## src/rtl/cusio_host_sequencer.sv

```systemverilog
// Host-side bus initiator for the custom I/O chip register port.
// Configures coin tables, captures DIP banks, then polls frame data on VBLK.
module cusio_host_sequencer #(
    parameter int GAP_CYC  = 1,
    parameter int POLL_DIV = 1
) (
    input  logic       CL,
    input  logic       RESET,
    input  logic       START,
    input  logic       SW_MODE,
    input  logic [3:0] CFG_CIN1,
    input  logic [3:0] CFG_CRE1,
    input  logic [3:0] CFG_CIN2,
    input  logic [3:0] CFG_CRE2,
    input  logic       VBLK,
    output logic       CS,
    output logic       WR,
    output logic [4:0] AD,
    output logic [7:0] WD,
    input  logic [7:0] RD,
    output logic [7:0] DSW0_Q,
    output logic [7:0] DSW1_Q,
    output logic [7:0] FRM0,
    output logic [7:0] FRM1,
    output logic [7:0] FRM2,
    output logic       FRAME_VLD,
    output logic       BUSY,
    output logic       CMD_ERR,
    output logic       OVERRUN
);

    // At least one idle cycle always separates two strobes
    localparam int GAP_EFF = (GAP_CYC < 1) ? 1 : GAP_CYC;
    localparam logic [3:0] GAP_LAST = 4'(GAP_EFF - 1);
    localparam logic [3:0] DIV_LAST = 4'(POLL_DIV - 1);

    typedef enum logic [1:0] {
        S_IDLE,
        S_RUN,
        S_ACC,
        S_GAP
    } state_t;

    state_t     state;
    logic [3:0] idx;
    logic       pol;
    logic [3:0] gcnt;
    logic [3:0] pdiv;
    logic       vblk_d;
    logic       sw;
    logic [3:0] cin1, cre1, cin2, cre2;
    logic [7:0] h0, h1;

    logic       acc_wr;
    logic [4:0] acc_ad;
    logic [7:0] acc_wd;
    logic [7:0] exp_d;
    logic       chk;
    logic [3:0] nxt_idx;
    logic       done;
    logic       in_run;
    logic       start_ok;
    logic       rise;

    assign in_run   = (state == S_RUN) || pol;
    assign start_ok = START && ((state == S_IDLE) || in_run);
    assign rise     = VBLK & ~vblk_d;

    // Access descriptor for the step held in idx
    always_comb begin
        acc_wr = 1'b0;
        acc_ad = 5'h00;
        acc_wd = 8'h00;
        exp_d  = 8'h00;
        chk    = 1'b0;
        if (pol) begin
            acc_ad = {3'b000, idx[1:0]};
        end else begin
            case (idx)
                4'd0: begin
                    acc_wr = 1'b1;
                    acc_ad = 5'h10;
                    acc_wd = 8'hC1;
                end
                4'd1: begin
                    acc_ad = 5'h10;
                    chk    = 1'b1;
                    exp_d  = 8'hC1;
                end
                4'd2: begin
                    acc_wr = 1'b1;
                    acc_ad = 5'h02;
                    acc_wd = {4'h0, cin1};
                end
                4'd3: begin
                    acc_wr = 1'b1;
                    acc_ad = 5'h03;
                    acc_wd = {4'h0, cre1};
                end
                4'd4: begin
                    acc_wr = 1'b1;
                    acc_ad = 5'h04;
                    acc_wd = {4'h0, cin2};
                end
                4'd5: begin
                    acc_wr = 1'b1;
                    acc_ad = 5'h05;
                    acc_wd = {4'h0, cre2};
                end
                4'd6: begin
                    acc_wr = 1'b1;
                    acc_ad = 5'h08;
                end
                4'd7: begin
                    acc_wr = 1'b1;
                    acc_ad = 5'h10;
                    acc_wd = 8'hD2;
                end
                4'd8: begin
                    acc_ad = 5'h10;
                    chk    = 1'b1;
                    exp_d  = 8'hD2;
                end
                4'd9:  acc_ad = 5'h00;
                4'd10: acc_ad = 5'h01;
                4'd11: begin
                    acc_wr = 1'b1;
                    acc_ad = 5'h10;
                    acc_wd = 8'hA1;
                end
                4'd12: begin
                    acc_ad = 5'h10;
                    chk    = 1'b1;
                    exp_d  = 8'hA1;
                end
                4'd13: begin
                    acc_wr = 1'b1;
                    acc_ad = 5'h10;
                    acc_wd = 8'h71;
                end
                4'd14: begin
                    acc_ad = 5'h10;
                    chk    = 1'b1;
                    exp_d  = 8'h71;
                end
                default: ;
            endcase
        end
    end

    always_comb begin
        nxt_idx = idx + 4'd1;
        if (!pol && idx == 4'd10 && !sw)
            nxt_idx = 4'd13;
        done = pol ? (idx == 4'd3) : (idx == 4'd15);
    end

    always_ff @(posedge CL or posedge RESET) begin
        if (RESET) begin
            state     <= S_IDLE;
            idx       <= 4'd0;
            pol       <= 1'b0;
            gcnt      <= 4'd0;
            pdiv      <= 4'd0;
            vblk_d    <= 1'b0;
            sw        <= 1'b0;
            cin1      <= 4'h0;
            cre1      <= 4'h0;
            cin2      <= 4'h0;
            cre2      <= 4'h0;
            h0        <= 8'h00;
            h1        <= 8'h00;
            CS        <= 1'b0;
            WR        <= 1'b0;
            AD        <= 5'h00;
            WD        <= 8'h00;
            DSW0_Q    <= 8'h00;
            DSW1_Q    <= 8'h00;
            FRM0      <= 8'h00;
            FRM1      <= 8'h00;
            FRM2      <= 8'h00;
            FRAME_VLD <= 1'b0;
            BUSY      <= 1'b0;
            CMD_ERR   <= 1'b0;
            OVERRUN   <= 1'b0;
        end else begin
            vblk_d    <= VBLK;
            FRAME_VLD <= 1'b0;
            if (start_ok) begin
                // Restart always passes through a gap so CS cannot double-strobe
                state <= S_GAP;
                gcnt  <= 4'd0;
                idx   <= 4'd0;
                pol   <= 1'b0;
                pdiv  <= 4'd0;
                BUSY  <= 1'b1;
                CS    <= 1'b0;
                WR    <= 1'b0;
                AD    <= 5'h00;
                WD    <= 8'h00;
                sw    <= SW_MODE;
                cin1  <= CFG_CIN1;
                cre1  <= CFG_CRE1;
                cin2  <= CFG_CIN2;
                cre2  <= CFG_CRE2;
            end else begin
                case (state)
                    S_ACC: begin
                        CS    <= 1'b0;
                        WR    <= 1'b0;
                        AD    <= 5'h00;
                        WD    <= 8'h00;
                        gcnt  <= 4'd0;
                        idx   <= nxt_idx;
                        state <= S_GAP;
                        if (pol) begin
                            case (idx[1:0])
                                2'd0: h0 <= RD;
                                2'd1: h1 <= RD;
                                default: begin
                                    FRM0      <= h0;
                                    FRM1      <= h1;
                                    FRM2      <= RD;
                                    FRAME_VLD <= 1'b1;
                                end
                            endcase
                        end else begin
                            if (chk && RD != exp_d)
                                CMD_ERR <= 1'b1;
                            if (idx == 4'd9)
                                DSW0_Q <= RD;
                            if (idx == 4'd10)
                                DSW1_Q <= RD;
                        end
                    end
                    S_GAP: begin
                        if (gcnt == GAP_LAST) begin
                            if (done) begin
                                state <= S_RUN;
                                pol   <= 1'b0;
                                BUSY  <= 1'b0;
                            end else begin
                                state <= S_ACC;
                                CS    <= 1'b1;
                                WR    <= acc_wr;
                                AD    <= acc_ad;
                                WD    <= acc_wd;
                            end
                        end else begin
                            gcnt <= gcnt + 4'd1;
                        end
                    end
                    default: ;
                endcase
                if (in_run && rise) begin
                    if (pdiv == DIV_LAST) begin
                        pdiv <= 4'd0;
                        if (state == S_RUN) begin
                            state <= S_ACC;
                            pol   <= 1'b1;
                            idx   <= 4'd0;
                            CS    <= 1'b1;
                            WR    <= 1'b0;
                            AD    <= 5'h00;
                            WD    <= 8'h00;
                        end else begin
                            OVERRUN <= 1'b1;
                        end
                    end else begin
                        pdiv <= pdiv + 4'd1;
                    end
                end
            end
        end
    end

endmodule
```

## config.mk

```make
export PLATFORM = sky130hd
export DESIGN_NAME = cusio_host_sequencer
export DESIGN_NICKNAME = d
export VERILOG_FILES = /design/src/rtl/cusio_host_sequencer.sv
export SDC_FILE = /design/constraint.sdc
export NUM_CORES = 1
export LEC_CHECK = 0
export ABC_CLOCK_PERIOD_IN_PS = 4200
export CELL_PAD_IN_SITES_DETAIL_PLACEMENT = 1
export CELL_PAD_IN_SITES_GLOBAL_PLACEMENT = 2
export CORE_MARGIN = 4
export CORE_UTILIZATION = 41
export DETAILED_ROUTE_END_ITERATION = 8
export DONT_BUFFER_PORTS = 1
export GPL_ROUTABILITY_DRIVEN = 1
export PLACE_DENSITY = 0.87
export SYNTH_ARGS = -nofsm -noshare
export SYNTH_HDL_FRONTEND = slang
export SYNTH_SLANG_ARGS = --single-unit
```

## constraint.sdc

```tcl
create_clock -name CL -period 4.2 [get_ports CL]
set_input_delay 0.42 -clock CL [delete_from_list [all_inputs] [get_ports CL]]
set_output_delay 0.42 -clock CL [all_outputs]
set_load 0.05 [all_outputs]
```

* Word level (Yosys, flattened, before mapping)
Cells that the tools add are included.
** Word-level totals
- Register bits :: 108
- Bits in read-only memories :: 0
- Memory bits (writable) :: 0
- Bits in latches :: 0
- Memories :: 0
** Operators by class
- Magnitude comparators :: 0
- Multiplexer cells :: 73
- Equal/unequal tests :: 21
- Divide/modulo/power cells :: 0
- Shift-type cells :: 0
- Bitwise gates (word level) :: 6
- Multipliers :: 0
- Add/subtract/negate cells :: 3
- Reduce and logical (&&, ||, !) cells :: 32
** Operators by type and width (number)
- 2-to-1 mux 8 bit :: 8
- one-hot mux 8 bit (8 select lines) :: 1
- 2-to-1 mux 4 bit :: 11
- 2-to-1 mux 5 bit :: 7
- one-hot mux 5 bit (7 select lines) :: 1
- equality test 4 bit (second input constant) :: 8
- 2-to-1 mux 1 bit :: 32
- one-hot mux 8 bit (4 select lines) :: 1
- AND reduction 4 bit :: 7
- equality test 4 x 3 -> 1 bit (second input constant) :: 4
- one-hot mux 8 bit (2 select lines) :: 1
- adder 4 x 1 -> 4 bit (second input constant) :: 3
- zero test 4 bit :: 3
- 2-to-1 mux 2 bit :: 6
- one-hot mux 5 bit (2 select lines) :: 1
- OR reduction 9 bit :: 1
- equality test 4 x 2 -> 1 bit (second input constant) :: 2
- != test 8 bit :: 1
- one-hot mux 4 bit (2 select lines) :: 1
- nonzero test 2 bit :: 4
- OR reduction 8 bit :: 1
- logical AND 1 bit :: 5
- inverter 1 bit :: 5
- equality test 2 x 1 -> 1 bit (second input constant) :: 2
- 14 further kinds :: 19

* Depth between registers and ports, before layout
- Depth after elaboration :: 11
- Gate-level depth with buffers :: 8
- Depth with buffers taken out :: 7

* Worst setup path after synthesis
No wires, ideal clock.
- Path type :: register to register
- From :: register idx[0]
- To :: register AD[3]
- Data arrival time :: 1861 ps
- Stages on the path, launching flop included :: 8
- Slack :: 2221 ps
- Required time :: 4082 ps
- Path buffers :: 1
- Setup time :: 118 ps
- Clock period less this slack :: 1979 ps
- Cell sequence :: dfrtp_1 -> ha_1 -> buf_2 -> and4b_1 -> a311oi_2 -> mux2_2 -> a21oi_1 -> nor2_1
** Between the ends
- Longest elaborated chain between the ends :: 11
- Elaborated cells between the ends (all ways) :: 26
- Classes of those cells :: eq/ne: 14; mux: 10; reduce/logical: 2
** Ends and longest elaborated chain
- start: declaration :: RTL line 45 : logic [3:0] idx;
- start signal: assignment :: RTL line 214 : idx <= nxt_idx;
- equality test 4 bit, or another cell as far along :: RTL line 79 : case (idx)
- OR reduction 8 bit (no line)
- one-hot mux 5 bit (7 select lines) :: RTL line 79
- 2-to-1 mux 5 bit :: RTL line 76 : if (pol) begin
- 2-to-1 mux 5 bit * :: RTL line 238 : if (done) begin
- 2-to-1 mux 5 bit * :: RTL line 237 : if (gcnt == GAP_LAST) begin
- one-hot mux 5 bit (2 select lines) * :: RTL line 207 : case (state)
- 2-to-1 mux 5 bit :: RTL line 258 : if (state == S_RUN) begin
- 2-to-1 mux 5 bit :: RTL line 256 : if (pdiv == DIV_LAST) begin
- 2-to-1 mux 5 bit * :: RTL line 255 : if (in_run && rise) begin
- 2-to-1 mux 5 bit * :: RTL line 189 : if (start_ok) begin
- end signal: assignment :: RTL line 199 : AD <= 5'h00;
- end signal: assignment :: RTL line 211 : AD <= 5'h00;
- end signal: assignment :: RTL line 264 : AD <= 5'h00;
- end: declaration :: RTL line 18 : output logic [4:0] AD,
Mark *: on every way between the ends. The rest lies on a longest branch, timed or not.
A chain may end at the register's enable or synchronous reset.

* Worst setup path after layout
- From :: register idx[0]
- To :: register WD[2]
** Between the ends
- Longest elaborated chain between the ends :: 10
- Elaborated cells between the ends (all ways) :: 19
- Classes of those cells :: eq/ne: 8; mux: 10; reduce/logical: 1
** Ends and longest elaborated chain
- equality test 4 bit, or another cell as far along :: RTL line 79
- one-hot mux 8 bit (8 select lines) :: RTL line 79
- 2-to-1 mux 8 bit :: RTL line 76
- 2-to-1 mux 8 bit * :: RTL line 238
- 2-to-1 mux 8 bit * :: RTL line 237
- one-hot mux 8 bit (2 select lines) * :: RTL line 207
- 2-to-1 mux 8 bit :: RTL line 258
- 2-to-1 mux 8 bit :: RTL line 256
- 2-to-1 mux 8 bit * :: RTL line 255
- 2-to-1 mux 8 bit * :: RTL line 189
- end signal: assignment :: RTL line 247 : WD <= acc_wd;
- end: declaration :: RTL line 19 : output logic [7:0] WD,
Marked as above.

==> summary.md <==
| Metric | Value |
|---|---|
| Status | `complete, no violations` |
| Total CTS buffers | `9` |
| Largest net degree at the start of global routing | `just under 80` |
| Distinct cells, synth | `60` |
| TritonCTS clock tree | `yes` |
| Synth Flop Type | `dfrtp_1` |
| Worst hold path class | `input pin to flip-flop` |
| Pleak | `2.474 nW` |
| Number of global-route vias before repair | `3,718` |
| H-tree level count | `3` |
| Cells after Synth | `~470` |
| Mean post-synth cell area | `around 11 um^2` |
| CTS Sinks | `108` |
| Clock Latency Late Sink | `0.36 ns` |
| Setup TNS | `0 ns` |
| Grt ovf | `0` |
| Die H | `118.9 um` |
| Total wire length | `12,400 um` |
| CP startpoint kind | `flip-flop` |
| Critical Path RT | `4.40 ns` |
| Worst Hold End | `vblk_d$_DFF_PP0_` |
| Worst Path Buf+Inv | `0` |
| Max incr delay on CP | `0.77 ns` |
| Worst R2R Setup Slack | `~1.2 ns` |
| Area Overhead vs Synth | `7.175%` |
| I/O Buffers | `0` |
| Clk root buf | `clkbuf_16` |
| Post-synth EDFFs | `0` |
| Rows | `40` |
| Worst path cell trace | `ha_1 -> and4b_1 -> a311oi_2 -> o21ai_1 -> o21ai_0 -> a21oi_1` |
| Fin crit share | `71.94%` |
| Initial Utilization | `a little over two fifths` |
| Initial antenna violation count | `0` |
| ANT nets after route | `0` |
| Nets | `a little under 500` |
| RePlAce Congestion | `0.7609` |
| WS Path Type | `flip-flop to flip-flop` |
| Largest cells by area after synthesis | `dfrtp_1, mux2_2, nand2_1, a21oi_1, ha_1` |
| Clock Pin Slew Worst Setup and Hold Paths | `0.07 ns` |
| Vias | `3,467` |
| DR pass1 iterations | `4` |
| Worst rel slew slack | `26.02%` |
| Share of synthesized registers carrying an async set or reset | `100.0%` |
| Crit path max-delay family | `compound AO/OA/AOI/OAI gates` |
| RSZ-0062 raised after global routing | `no` |
| First-pass GRT wire length | `20,550 um` |
| Critical path fanouts, max | `18` |
| Number of remaining DRC errors | `0` |
| Hold_buf cts | `0` |
| Total power draw | `4.321 mW` |
| Yosys warns | `0` |
| Fmax | `between 0.3 and 0.4 GHz` |
| WP data arrival | `3.22 ns` |
| Final Skew | `0.006807 ns` |
| Drt wl/cell | `20.49 um` |
| Setup bufs post-CTS | `0` |
| Hold path cells | `0` |
| Hold Crit Start | `VBLK` |
| Flops & latches, synth | `108` |
| HPWL after DPL | `about 8600 um` |
| Vias per cell | `5.731` |
| Fraction of layout cells with a size suffix above 1 | `between 10% and 20%` |
| PwrDens | `approximately 800 nW/um^2` |
| Fin. Hold Viols | `0` |
| Post-synth design cell area | `5040 um^2` |
| Number of top-level pins | `88` |
| Critical Path End Type | `flip-flop` |
| Max Root-Sink Buffers | `2` |
| Post-synthesis net count | `about 500` |
| R2r endpoint | `WD[2]$_DFF_PP0_` |
| Slew of the pin with the lowest slew margin | `around 1.1 ns` |
| Inserted Diodes | `0` |
| PostCTS Resize Cnt | `0` |
| Post-synthesis sequential area ratio | `a little over half` |
| Gr usage total | `18.45%` |
| Slowest CP cell | `a311oi_2` |
| Die ar. | `roughly 14,000 um^2` |
| Die width | `118.9 um` |
| CORE AREA | `12,010 um^2` |
| Minimum clock period | `3.022 ns` |
| Maxcap violations | `0` |
| Yosys top cell area share | `53.62%` |
| Reg2reg path depth | `6` |
| Number of DRC markers in iteration 0 | `165` |
| Post-synth top area cell | `dfrtp_1` |
| Largest vdd supply drop | `between 400 and 500 uV` |
| Reg-to-reg critical path startpoint | `idx[0]$_DFF_PP0_` |
| # setup viols final | `0` |
| Fin. max-slew vios | `0` |
cell usage in the layout (no fill, tap or decap), types with 3 or more instances in the layout:
| master | Yosys | final |
|---|---|---|
| buf_4 | 1 | 3 |
| a221oi_1 | 3 | 3 |
| a22oi_1 | 4 | 4 |
| o21ai_0 | 20 | 20 |
| nor2b_1 | 9 | 9 |
| and2_1 | 4 | 4 |
| a31oi_1 | 5 | 5 |
| dfrtp_1 | 108 | 108 |
| a21oi_1 | 27 | 27 |
| nand4_1 | 3 | 3 |
| inv_1 | 9 | 8 |
| mux2_2 | 60 | 60 |
| nor3b_1 | 5 | 5 |
| nand2_1 | 85 | 85 |
| ha_1 | 8 | 8 |
| a2bb2oi_1 | 3 | 3 |
| clkbuf_16 | 0 | 9 |
| o22ai_1 | 4 | 4 |
| nor2_1 | 19 | 19 |
| xor2_1 | 3 | 3 |
| nor3_1 | 5 | 5 |
| a211oi_1 | 3 | 3 |
| nand3_1 | 6 | 6 |
| nand2b_1 | 8 | 8 |
metrics by stage:
| step | hold WS [ns] | util [%] | worst slack (ns) | cells | instance area [um^2] |
|---|---|---|---|---|---|
| floorplan | 0.4457 | - | 0.9344 | 466 | 5040 |
| global placement | 0.4515 | 42.69 | 1.333 | 590 | 5127 |
| detailed placement | 0.4516 | 42.69 | 1.136 | 590 | 5127 |
| CTS | 0.07353 | 44.97 | 1.129 | 605 | 5401 |
| global route | 0.06300 | 44.97 | 0.9364 | 605 | 5401 |
| finish | 0.08891 | 44.97 | 1.178 | 605 | 5401 |
layout make-up:
class | count | area [um^2]
clock buffer | 9 | 225.2
clock inverter | 6 | 48.80
fill | 1291 | 6610
inverter | 10 | 40.04
multi-input combinational | 322 | 2178
sequential | 108 | 2703
tap | 147 | 183.9
timing repair buffer | 3 | 22.52
sequential cells by signal, indices dropped and copies added, names as in the netlist, 5 cells and up:
name	flops
h0	8
AD	5
h1	8
DSW0_Q	8
FRM1	8
DSW1_Q	8
FRM0	8
WD	8
FRM2	8
cell usage after synthesis, types with 2 or more instances:
cell         n
dfrtp_1    108
nor3b_1      5
a2111oi_0    2
buf_2       10
buf_1        3
a221oi_1     3
and3_1       2
a21o_1       2
a22oi_1      4
xor2_1       3
clkbuf_1    11
nand2b_1     8
and2_1       4
nor3_1       5
and3b_1      2
nor2b_1      9
ha_1         8
mux2_2      60
o21ai_1      2
a21oi_1     27
nand4_1      3
a31oi_1      5
a2bb2oi_1    3
nand3_1      6
o21ai_0     20
o22ai_1      4
inv_1        9
a211oi_1     3
o2111ai_1    2
nor2_1      19
nand2_1     85
worst reg2reg max path, delay by kind of cell (launching register included):
family	cells	cell delay [ns]
AND/OR/NAND/NOR	1	0.34
AO/OA/AOI/OAI	4	1.59
adder cells (fa/ha/maj)	1	0.46
flip-flops	1	0.46
layer usage:
metal / global-route usage [%] / vias up / share of wire [%]
met3: 7.407 / 9 / 7.2
li1: - / 1614 / -
met1: 23.14 / 1754 / 43
met2: 29.84 / 90 / 48
met4: 4.707 / 0 / 1.4
met5: 0 / - / 0
kinds of logic (layout without fill, tap and decap cells):
logic type,after synthesis,in the layout,synth area share [%]
AOI/OAI and AO/OA,92,92,12.14
muxes,61,61,13.60
and+or+nand+nor,157,157,14.80
adders and majority gates,8,8,1.986
DFF,108,108,53.62
xor gates and xnor gates,4,4,0.6953
buffers and inverters,36,28,3.153
report_power, final:
part	internal, mW	leakage (nW)	total, mW	switching, mW
sequential	1.37	1.39	2.38	1.01
combinational	0.491	0.955	1.14	0.651
clock	0.405	0.130	0.795	0.390
total	2.27	2.47	4.32	2.05
worst max path at each step:
stage / depth (start not counted) / startpoint / end / slack [ns]
after floorplan: 1 / RESET / AD[0]$_DFF_PP0_ / 0.93
after global placement: 6 / idx[0]$_DFF_PP0_ / WD[3]$_DFF_PP0_ / 1.33
after detailed placement: 6 / idx[0]$_DFF_PP0_ / WD[2]$_DFF_PP0_ / 1.14
after CTS: 6 / idx[0]$_DFF_PP0_ / WD[2]$_DFF_PP0_ / 1.13
after global routing: 6 / idx[0]$_DFF_PP0_ / WD[2]$_DFF_PP0_ / 0.94
final: 6 / idx[0]$_DFF_PP0_ / WD[2]$_DFF_PP0_ / 1.18
Note: power is estimated with default switching activity, not from simulation.
